## config.mk

```make
export PLATFORM = sky130hd
export DESIGN_NAME = stopwatch_display_driver
export DESIGN_NICKNAME = d
export VERILOG_FILES = /design/src/rtl/stopwatch_display_driver.sv
export SDC_FILE = /design/constraint.sdc
export NUM_CORES = 1
export LEC_CHECK = 0
export BUFFER_PORTS_ARGS = -buffer_cell sky130_fd_sc_hd__buf_4
export CAP_MARGIN = 20
export CORE_MARGIN = 8
export CORE_UTILIZATION = 55
export CTS_CLUSTER_SIZE = 14
export DETAILED_ROUTE_END_ITERATION = 8
export GPL_TIMING_DRIVEN = 0
export PLACE_DENSITY = 0.83
export RECOVER_POWER = 100
export SETUP_SLACK_MARGIN = 0.5
export SYNTH_ARGS = -nofsm -noshare
export SYNTH_HDL_FRONTEND = slang
export SYNTH_SLANG_ARGS = --single-unit
```

## constraint.sdc

```tcl
create_clock -name clk_in -period 5.4 [get_ports clk_in]
set_input_delay 1.08 -clock clk_in [delete_from_list [all_inputs] [get_ports clk_in]]
set_output_delay 1.08 -clock clk_in [all_outputs]
set_load 0.005 [all_outputs]
```

## src/rtl/stopwatch_display_driver.sv

```systemverilog
// Four-digit common-anode 7-segment scan driver for the stopwatch time word.
// Snapshots a whole frame at scan wrap, blanks a leading zero, blinks on ALARM.
module stopwatch_display_driver #(
  parameter int SCAN_DIV  = 12500,
  parameter int BLINK_DIV = 250,
  parameter bit BLANK_LZ  = 1'b1
) (
  input  logic        clk_in,
  input  logic        rst_n,
  input  logic [15:0] bcd_in,
  input  logic        RUNNING,
  input  logic        ALARM,
  output logic [3:0]  an_n,
  output logic [6:0]  seg_n,
  output logic        dp_n
);

  localparam int PW = (SCAN_DIV > 1) ? $clog2(SCAN_DIV) : 1;
  localparam int BW = $clog2(BLINK_DIV + 1);
  localparam logic [PW-1:0] PRE_LAST   = PW'(SCAN_DIV - 1);
  localparam logic [BW-1:0] BLINK_LAST = BW'(BLINK_DIV - 1);

  logic [PW-1:0] prescaler;
  logic [BW-1:0] blink_cnt;
  logic          blink_ph;
  logic [1:0]    idx;
  logic          gap;
  logic [15:0]   frame;

  logic          tick;
  logic [3:0]    digit;
  logic          dark;
  logic [3:0]    an_nx;
  logic [6:0]    seg_nx;
  logic          dp_nx;

  function automatic logic [6:0] dec_seg(input logic [3:0] d);
    logic [6:0] s;
    case (d)
      4'd0:    s = 7'h40;
      4'd1:    s = 7'h79;
      4'd2:    s = 7'h24;
      4'd3:    s = 7'h30;
      4'd4:    s = 7'h19;
      4'd5:    s = 7'h12;
      4'd6:    s = 7'h02;
      4'd7:    s = 7'h78;
      4'd8:    s = 7'h00;
      4'd9:    s = 7'h10;
      default: s = 7'h3F;
    endcase
    return s;
  endfunction

  // Scan timing: one dark gap cycle opens every digit slot
  always_comb begin
    tick = (prescaler == PRE_LAST);
    digit = 4'd0;
    case (idx)
      2'd0: digit = frame[3:0];
      2'd1: digit = frame[7:4];
      2'd2: digit = frame[11:8];
      2'd3: digit = frame[15:12];
      default: digit = 4'd0;
    endcase
    dark = gap | (ALARM & blink_ph)
         | (BLANK_LZ & (idx == 2'd3) & (frame[15:12] == 4'd0));
    an_nx  = dark ? 4'b1111 : ~(4'b0001 << idx);
    seg_nx = dark ? 7'h7F : dec_seg(digit);
    // Dot sits after minutes units: steady when stopped, blinking while running
    dp_nx  = ~(~dark & (idx == 2'd2) & (RUNNING ? blink_ph : 1'b1));
  end

  always_ff @(posedge clk_in or negedge rst_n) begin
    if (!rst_n) begin
      prescaler <= '0;
      idx       <= 2'd0;
      gap       <= 1'b1;
      frame     <= 16'h0000;
      blink_cnt <= '0;
      blink_ph  <= 1'b0;
    end else begin
      prescaler <= tick ? '0 : prescaler + 1'b1;
      gap       <= tick;
      if (tick) begin
        idx <= idx + 2'd1;
        // Whole-frame snapshot on wrap keeps digits from tearing mid-scan
        if (idx == 2'd3)
          frame <= bcd_in;
        if (blink_cnt == BLINK_LAST) begin
          blink_cnt <= '0;
          blink_ph  <= ~blink_ph;
        end else begin
          blink_cnt <= blink_cnt + 1'b1;
        end
      end
    end
  end

  // Output register stage
  always_ff @(posedge clk_in or negedge rst_n) begin
    if (!rst_n) begin
      an_n  <= 4'b1111;
      seg_n <= 7'h7F;
      dp_n  <= 1'b1;
    end else begin
      an_n  <= an_nx;
      seg_n <= seg_nx;
      dp_n  <= dp_nx;
    end
  end

endmodule
```

==> flow_summary.json, run 1 <==
{
  "nFillCells": 370,
  "hpwl_um": 3680,
  "cap_violations": 1,
  "cts_buffers": 5,
  "wl_per_cell_um": 15.9,
  "layout_common_cells": "dfrtp_1 (41), o21ai_0 (18), nand2_1 (17), buf_4 (17), inv_1 (16)",
  "criticalPathCategory": "in2async",
  "crit_buf_inv": 1,
  "stdcell_count": 321,
  "worst_slew_pin_slew_ps": 2720,
  "finalSetupViolCount": 0,
  "yosysUniqueCellTypes": 43,
  "hp-class": "reg2reg",
  "viasPerCell": 5.65,
  "avgSynthCellArea_um2": 11.3,
  "dieHeight_um": 84.5,
  "cts_tree": "done",
  "required_ps": 5230,
  "yosys_warnings": 0,
  "place_congestion": 0.832,
  "preCtsSetupSlack_ps": 3030,
  "boundaryPins": 32,
  "p_per_area_nw_per_um2": 236,
  "drc": 0,
  "htree_levels": 2,
  "clockRootBuffer": "clkbuf_8",
  "rows": 25,
  "clock_sinks": 54,
  "cpLargestDelayFamily": "buffers and inverters",
  "crit_chain": "clkbuf_1",
  "peakVddDrop_mv": 0.210,
  "grt_pass1_wl_um": 8840,
  "num_vias": 1813,
  "start_kind": "primary input",
  "report.final.hold_viol_count": 0,
  "violations": "capacitance limit, slew limit",
  "synthCells": 228,
  "fp.dieW_um": 84.5,
  "dp.cells": 313,
  "rsz0062_at_grt": "no",
  "endpoint_kind": "async pin",
  "post_cts_buffers": 0,
  "setup_ws_ps": 2240,
  "grtUsageMet3_pct": 3.41,
  "antenna_found_initial": 0,
  "insertion_delay_ps": 310,
  "synthesis.nets": 259,
  "post-route-period-util_pct": 58.5,
  "critical_path.max_stage_delay_ps": 1900,
  "first_global_vias": 1869,
  "first_pass_iters": 5,
  "fin_nets": 297,
  "period_minus_slack_ps": 3160,
  "slew_viol_final": 55,
  "core-area_um2": 4630,
  "clock_skew_ps": 13.4,
  "yosysSeqAreaShare_pct": 53.0,
  "wl_um": 5090,
  "synthArstFlopShare_pct": 100,
  "outcome": "complete, but fails checks",
  "cp_max_fo": 54,
  "cts_buffer_depth": 2,
  "tns_ps": 0,
  "syn2layout_area_growth_pct": 13.9,
  "max_freq_ghz": 0.316,
  "cp.arrival_ps": 2990,
  "grt_use_met2_pct": 24.8,
  "start_util_pct": 55.7,
  "synth-edff-count": 0,
  "clk_pin_slew_ps": 100,
  "drtIter0Drc": 77,
  "post_cts_resized": 0,
  "fp.dieArea_um2": 7140,
  "power.leakage_uw": 0.00131,
  "cpMaxStageDelayCell": "clkbuf_1",
  "met1_usage_pct": 19.3,
  "holdWs_ps": 498,
  "reg2reg_slack_ps": 2850,
  "synth-main-ff-cell": "dfrtp_1",
  "synth_area_um2": 2580,
  "portBuffers": 31,
  "drive_gt1_share_pct": 21.3,
  "relSlewSlack_pct": -81.4,
  "grt-busiest-layer": "met2",
  "n_antenna_cell": 0,
  "synth_seq_cells": 54,
  "cts_hold_buf": 0,
  "track_usage_pct": 15.3,
  "grt.overflow.total": 0,
  "antenna_left": 0,
  "layout_commonest_cell": "dfrtp_1",
  "grt_max_degree": 55
}
-- power by group --
group	internal (µW)	switching, µW
sequential	418	4.77
combinational	21.5	21.6
clock	92.9	135
total	532	162
-- stage by stage --
step	util [%]	power, µW	instance area [µm²]
after floorplan	-	446	2580
final	63.4	694	2940
after detailed placement	62.2	475	2880
after global placement	62.2	474	2880
after CTS	64.2	703	2970
after global routing	63.4	721	2940
-- sequential cells by signal, indices dropped and copies added (netlist names) --
name	cells
an_n	4
blink_cnt	8
blink_ph	1
dp_n	1
frame	16
gap	1
idx	2
prescaler	14
seg_n	7
-- layout make-up --
| class | instances | area, µm² | share of cell area [%] |
|---|---|---|---|
| plain buffers | 8 | 37.5 | 1.28 |
| clock buffers | 5 | 68.8 | 2.34 |
| clock inverters | 3 | 23.8 | 0.810 |
| inverters | 16 | 60.1 | 2.05 |
| multi-input cells | 150 | 1090 | 37.2 |
| flip-flops and latches | 54 | 1370 | 46.6 |
| well taps | 54 | 67.6 | 2.30 |
| repair buffers | 31 | 218 | 7.41 |
-- cell usage after synthesis, types with 2 or more instances --
library cell | count | share of area, %
dfrtp_1 | 41 | 40
o21ai_0 | 18 | 3.5
nand2_1 | 16 | 2.3
inv_1 | 15 | 2.2
dfstp_2 | 13 | 13
ha_1 | 11 | 5.3
nand3_1 | 11 | 2.1
nor2_1 | 11 | 1.6
mux2_1 | 10 | 4.4
xor2_1 | 8 | 2.7
mux2_2 | 7 | 3.1
a21oi_1 | 5 | 0.97
clkbuf_1 | 5 | 0.73
mux2i_1 | 5 | 1.9
xnor2_1 | 5 | 1.7
a222oi_1 | 4 | 1.6
and3_1 | 4 | 0.97
nand4_1 | 4 | 0.97
nor4_1 | 3 | 0.73
a211oi_1 | 2 | 0.58
a22oi_1 | 2 | 0.58
and3b_1 | 2 | 0.68
and4_1 | 2 | 0.68
buf_6 | 2 | 0.87
nor3_1 | 2 | 0.39
nor3b_1 | 2 | 0.58
nor4b_1 | 2 | 0.68
-- worst register-to-register path, cell delays in order (launching register included) --
cell and delay, ps:
dfrtp_1 420, inv_1 160, ha_1 170, clkbuf_1 280, mux2i_1 720, inv_1 100
ha_1 330, inv_1 40, o21ai_0 140, nand3_1 100
-- metal layers --
metal  up-vias  wire (µm)
met5         -          0
li1        886          -
met1       887       2310
met3         8        181
met4         0         67
met2        32       2530
-- worst paths after layout --
kind                       cells past startpoint                      from                  endpoint
setup / recovery                               1                     rst_n    prescaler[2]$_DFF_PN0_
hold / removal                                 1  blink_cnt[6]$_DFFE_PN0N_  blink_cnt[6]$_DFFE_PN0N_
setup reg to reg                               9        idx[0]$_DFFE_PN0N_        seg_n[3]$_DFF_PN1_
hold reg to reg                                1  blink_cnt[6]$_DFFE_PN0N_  blink_cnt[6]$_DFFE_PN0N_
max in group clk_in                            9        idx[0]$_DFFE_PN0N_        seg_n[3]$_DFF_PN1_
min in group asynchronous                      1                     rst_n   prescaler[11]$_DFF_PN0_
-- cell families after synthesis --
family | after synthesis | synth area share, %
adders and majority gates | 11 | 5.34
AOI/OAI and AO/OA | 36 | 8.73
and+or+nand+nor | 67 | 14.5
muxes | 23 | 9.90
buffers and inverters | 24 | 4.12
xor gates and xnor gates | 13 | 4.42
DFF | 54 | 53.0
No activity file was read; power rests on OpenSTA's default activity.
==> run 2, diff against run 1 <==
- ABC_AREA: unset -> 1
- CORE_UTILIZATION: 55 -> 52
- PLACE_DENSITY: 0.83 -> 0.82
- clock period: 5.4 -> 2.7 ns (I/O delays scaled with it)
==> run 2 against run 1 <==
Effect of this change:
- the run now ends clean
- combinational power is 17% lower
- die area is 14% higher
- cell count increased by 45%
- critical path depth rose by 10
- wire length up 12%
- utilization is 3.3 points lower
- design area rose by 11%
- synthesized cell count rose by 56%
- sequential share of layout area down 4.5 points
- synthesized area is 11% higher
- critical endpoint is now seg_n[3]$_DFF_PN1_
- highest routed layer unchanged
==> flow_summary.json, run 2 <==
{
  "relSlewSlack_pct": 15.3,
  "cpLargestDelayFamily": "adder cells",
  "cp.arrival_ps": 2170,
  "synth_seq_cells": 54,
  "portBuffers": 31,
  "synth_area_um2": 2850,
  "num_vias": 2285,
  "p_comb_share_pct": 2.7,
  "synth_top_area_share_pct": 36.0,
  "first_pass_iters": 4,
  "crit_buf_inv": 2,
  "min_from": "bcd_in[13]",
  "largest_reg_flops": 16,
  "design_power_total_uw": 1320,
  "worstReg2RegStart": "idx[0]$_DFFE_PN0N_",
  "cts_tree": "done",
  "power.leakage_uw": 0.00158,
  "finalSetupViolCount": 0,
  "fp.dieW_um": 90.1,
  "n_antenna_cell": 0,
  "synthTopCellsByCount": "nand2_1 (115), nand3_1 (46), dfrtp_1 (41)",
  "synthesis.nets": 386,
  "cts_buffer_depth": 2,
  "pwr-share-seq_pct": 61.4,
  "startpoint": "idx[0]$_DFFE_PN0N_",
  "hp-class": "in2reg",
  "drive_gt1_share_pct": 17.0,
  "insertion_delay_ps": 310,
  "switchingPower_uw": 284,
  "path_common_cell": "nand2_1",
  "post_cts_resized": 0,
  "drc": 0,
  "clock_skew_ps": 8.71,
  "cp_max_fo": 6,
  "crit_chain": "inv_1, ha_1, nand2_1, nand2_1, o21bai_1, ha_1, inv_1, nand2_1, nand2_1, nand2_1, nand2_1",
  "netlist_top_cells_area": "dfrtp_1 (36%), nand2_1 (15%), dfstp_2 (12%)",
  "slew_viol_final": 0,
  "cpMaxStageDelayCell": "dfrtp_1",
  "start_kind": "flip-flop",
  "grt.overflow.total": 0,
  "final_area_um2": 3250,
  "dieHeight_um": 90.1,
  "avgSynthCellArea_um2": 8.03,
  "grt_pass1_wl_um": 9990,
  "grt_use_met2_pct": 24.0,
  "synth-main-ff-cell": "dfrtp_1",
  "path_depth": 11,
  "max_freq_ghz": 0.521,
  "cts_buffers": 5,
  "antenna_left": 0,
  "fp.dieArea_um2": 8110,
  "cap_violations": 0,
  "boundaryPins": 32,
  "synthArstFlopShare_pct": 100,
  "endpoint_kind": "flip-flop",
  "synth.most_common_cell": "nand2_1",
  "period_minus_slack_ps": 1920,
  "wl_per_cell_um": 12.2,
  "clock_sinks": 54,
  "clkPwrFrac_pct": 35.8,
  "grtUsageMet3_pct": 3.66,
  "critical_path.max_stage_delay_ps": 390,
  "yosysSeqAreaShare_pct": 48.0,
  "regArea_um2": 1370,
  "largest-register": "frame",
  "worst_slew_pin_slew_ps": 1270,
  "fin_nets": 424,
  "p_sw_share_pct": 21.6,
  "required_ps": 2950,
  "post-route-period-util_pct": 71.1,
  "layout_commonest_cell": "nand2_1",
  "rsz0062_at_grt": "no",
  "ff2ff_path_depth": 11,
  "antenna_found_initial": 0,
  "criticalPathCategory": "reg2reg",
  "first_global_vias": 2247,
  "nFillCells": 504,
  "syn2layout_area_growth_pct": 14.0,
  "layout_common_cells": "nand2_1 (115), nand3_1 (46), dfrtp_1 (41)",
  "rows": 27,
  "cts_hold_buf": 0,
  "grt_max_degree": 55,
  "place_congestion": 0.869,
  "track_usage_pct": 14.8,
  "peakVddDrop_mv": 0.267,
  "synth_largest_area_cell": "dfrtp_1",
  "multi_input_area_um2": 1270,
  "outcome": "finished clean",
  "drtIter0Drc": 110,
  "p_per_area_nw_per_um2": 405,
  "tns_ps": 0,
  "clk_pin_slew_ps": 100,
  "core-area_um2": 5410,
  "hpwl_um": 4280,
  "yosysUniqueCellTypes": 29,
  "reg_top3": "frame: 16 flops, prescaler: 14 flops, blink_cnt: 8 flops",
  "viasPerCell": 4.90,
  "post_cts_buffers": 0,
  "wl_um": 5680,
  "hold_depth": 3,
  "yosys_warnings": 0,
  "clockRootBuffer": "clkbuf_8",
  "report.final.hold_viol_count": 0,
  "synthCells": 355,
  "intPower_uw": 1030,
  "grt-busiest-layer": "met2",
  "dpl_cell_area_um2": 3170,
  "met1_usage_pct": 18.4,
  "htree_levels": 2,
  "start_util_pct": 52.8,
  "synth-edff-count": 0
}
run 2: changes by cell type after synthesis, moves of 5 or more:
cell	before	now
nor2_1	11	28
nand2_1	16	115
mux2_2	7	0
inv_1	15	36
mux2i_1	5	0
clkbuf_1	5	0
mux2_1	10	0
nand3_1	11	46
o21ai_0	18	8
run 2: worst paths after layout:
path,slack [ps],end
worst max register to register,780,seg_n[3]$_DFF_PN1_
worst min register to register,470,frame[2]$_DFFE_PN0P_
worst max-delay path,780,seg_n[3]$_DFF_PN1_
worst min-delay path,450,frame[13]$_DFFE_PN0P_
max in group asynchronous,1450,prescaler[1]$_DFF_PN0_
min in group asynchronous,490,blink_cnt[3]$_DFFE_PN0N_
run 2: cell type report:
type,instances,area share (%)
buffer,8,1.23
clock buffer,6,2.54
clock inverter,2,0.385
inverter,41,4.74
multi-input combinational,252,39.2
sequential,54,42.1
tap,72,2.77
timing repair buffer,31,7.09
run 2: worst reg2reg max path, cell delays in order (launching register included):
cell      delay, ps
dfrtp_1         390
inv_1           110
ha_1            300
nand2_1         100
nand2_1          80
o21bai_1        310
ha_1            320
inv_1            60
nand2_1          40
nand2_1          60
nand2_1          40
nand2_1          60
run 2: kinds of logic after synthesis:
group	count (synthesis)	share of synthesized area, %
AND/OR/NAND/NOR	212	32.3
flip-flops	54	48.0
buffers and inverters	49	7.42
AO/OA/AOI/OAI	20	4.78
adder cells (fa/ha/maj)	11	4.83
XOR/XNOR	9	2.76
run 2: metrics by stage:
step	utilization, %	setup WS, ps	instances	hold WS [ps]
6_report	60.1	781	466	454
5_1_grt	60.1	621	466	462
2_1_floorplan	-	1070	355	244
3_3_place_gp	58.7	854	458	456
3_5_place_dp	58.7	805	458	455
4_1_cts	60.5	784	466	281
run 2: power groups by stage:
stage | logic (µW) | registers, µW | clock network [µW]
after global placement | 37.7 | 824 | 0
after detailed placement | 38.0 | 824 | 0
final | 35.9 | 809 | 472
after global routing | 40.7 | 809 | 510
after floorplan | 0.353 | 824 | 0
after CTS | 38.0 | 809 | 478
run 2: layer usage:
layer,routed length [µm],vias up
met5,0,-
met3,265,8
met2,2580,53
met1,2730,1031
li1,-,1193
met4,101,0
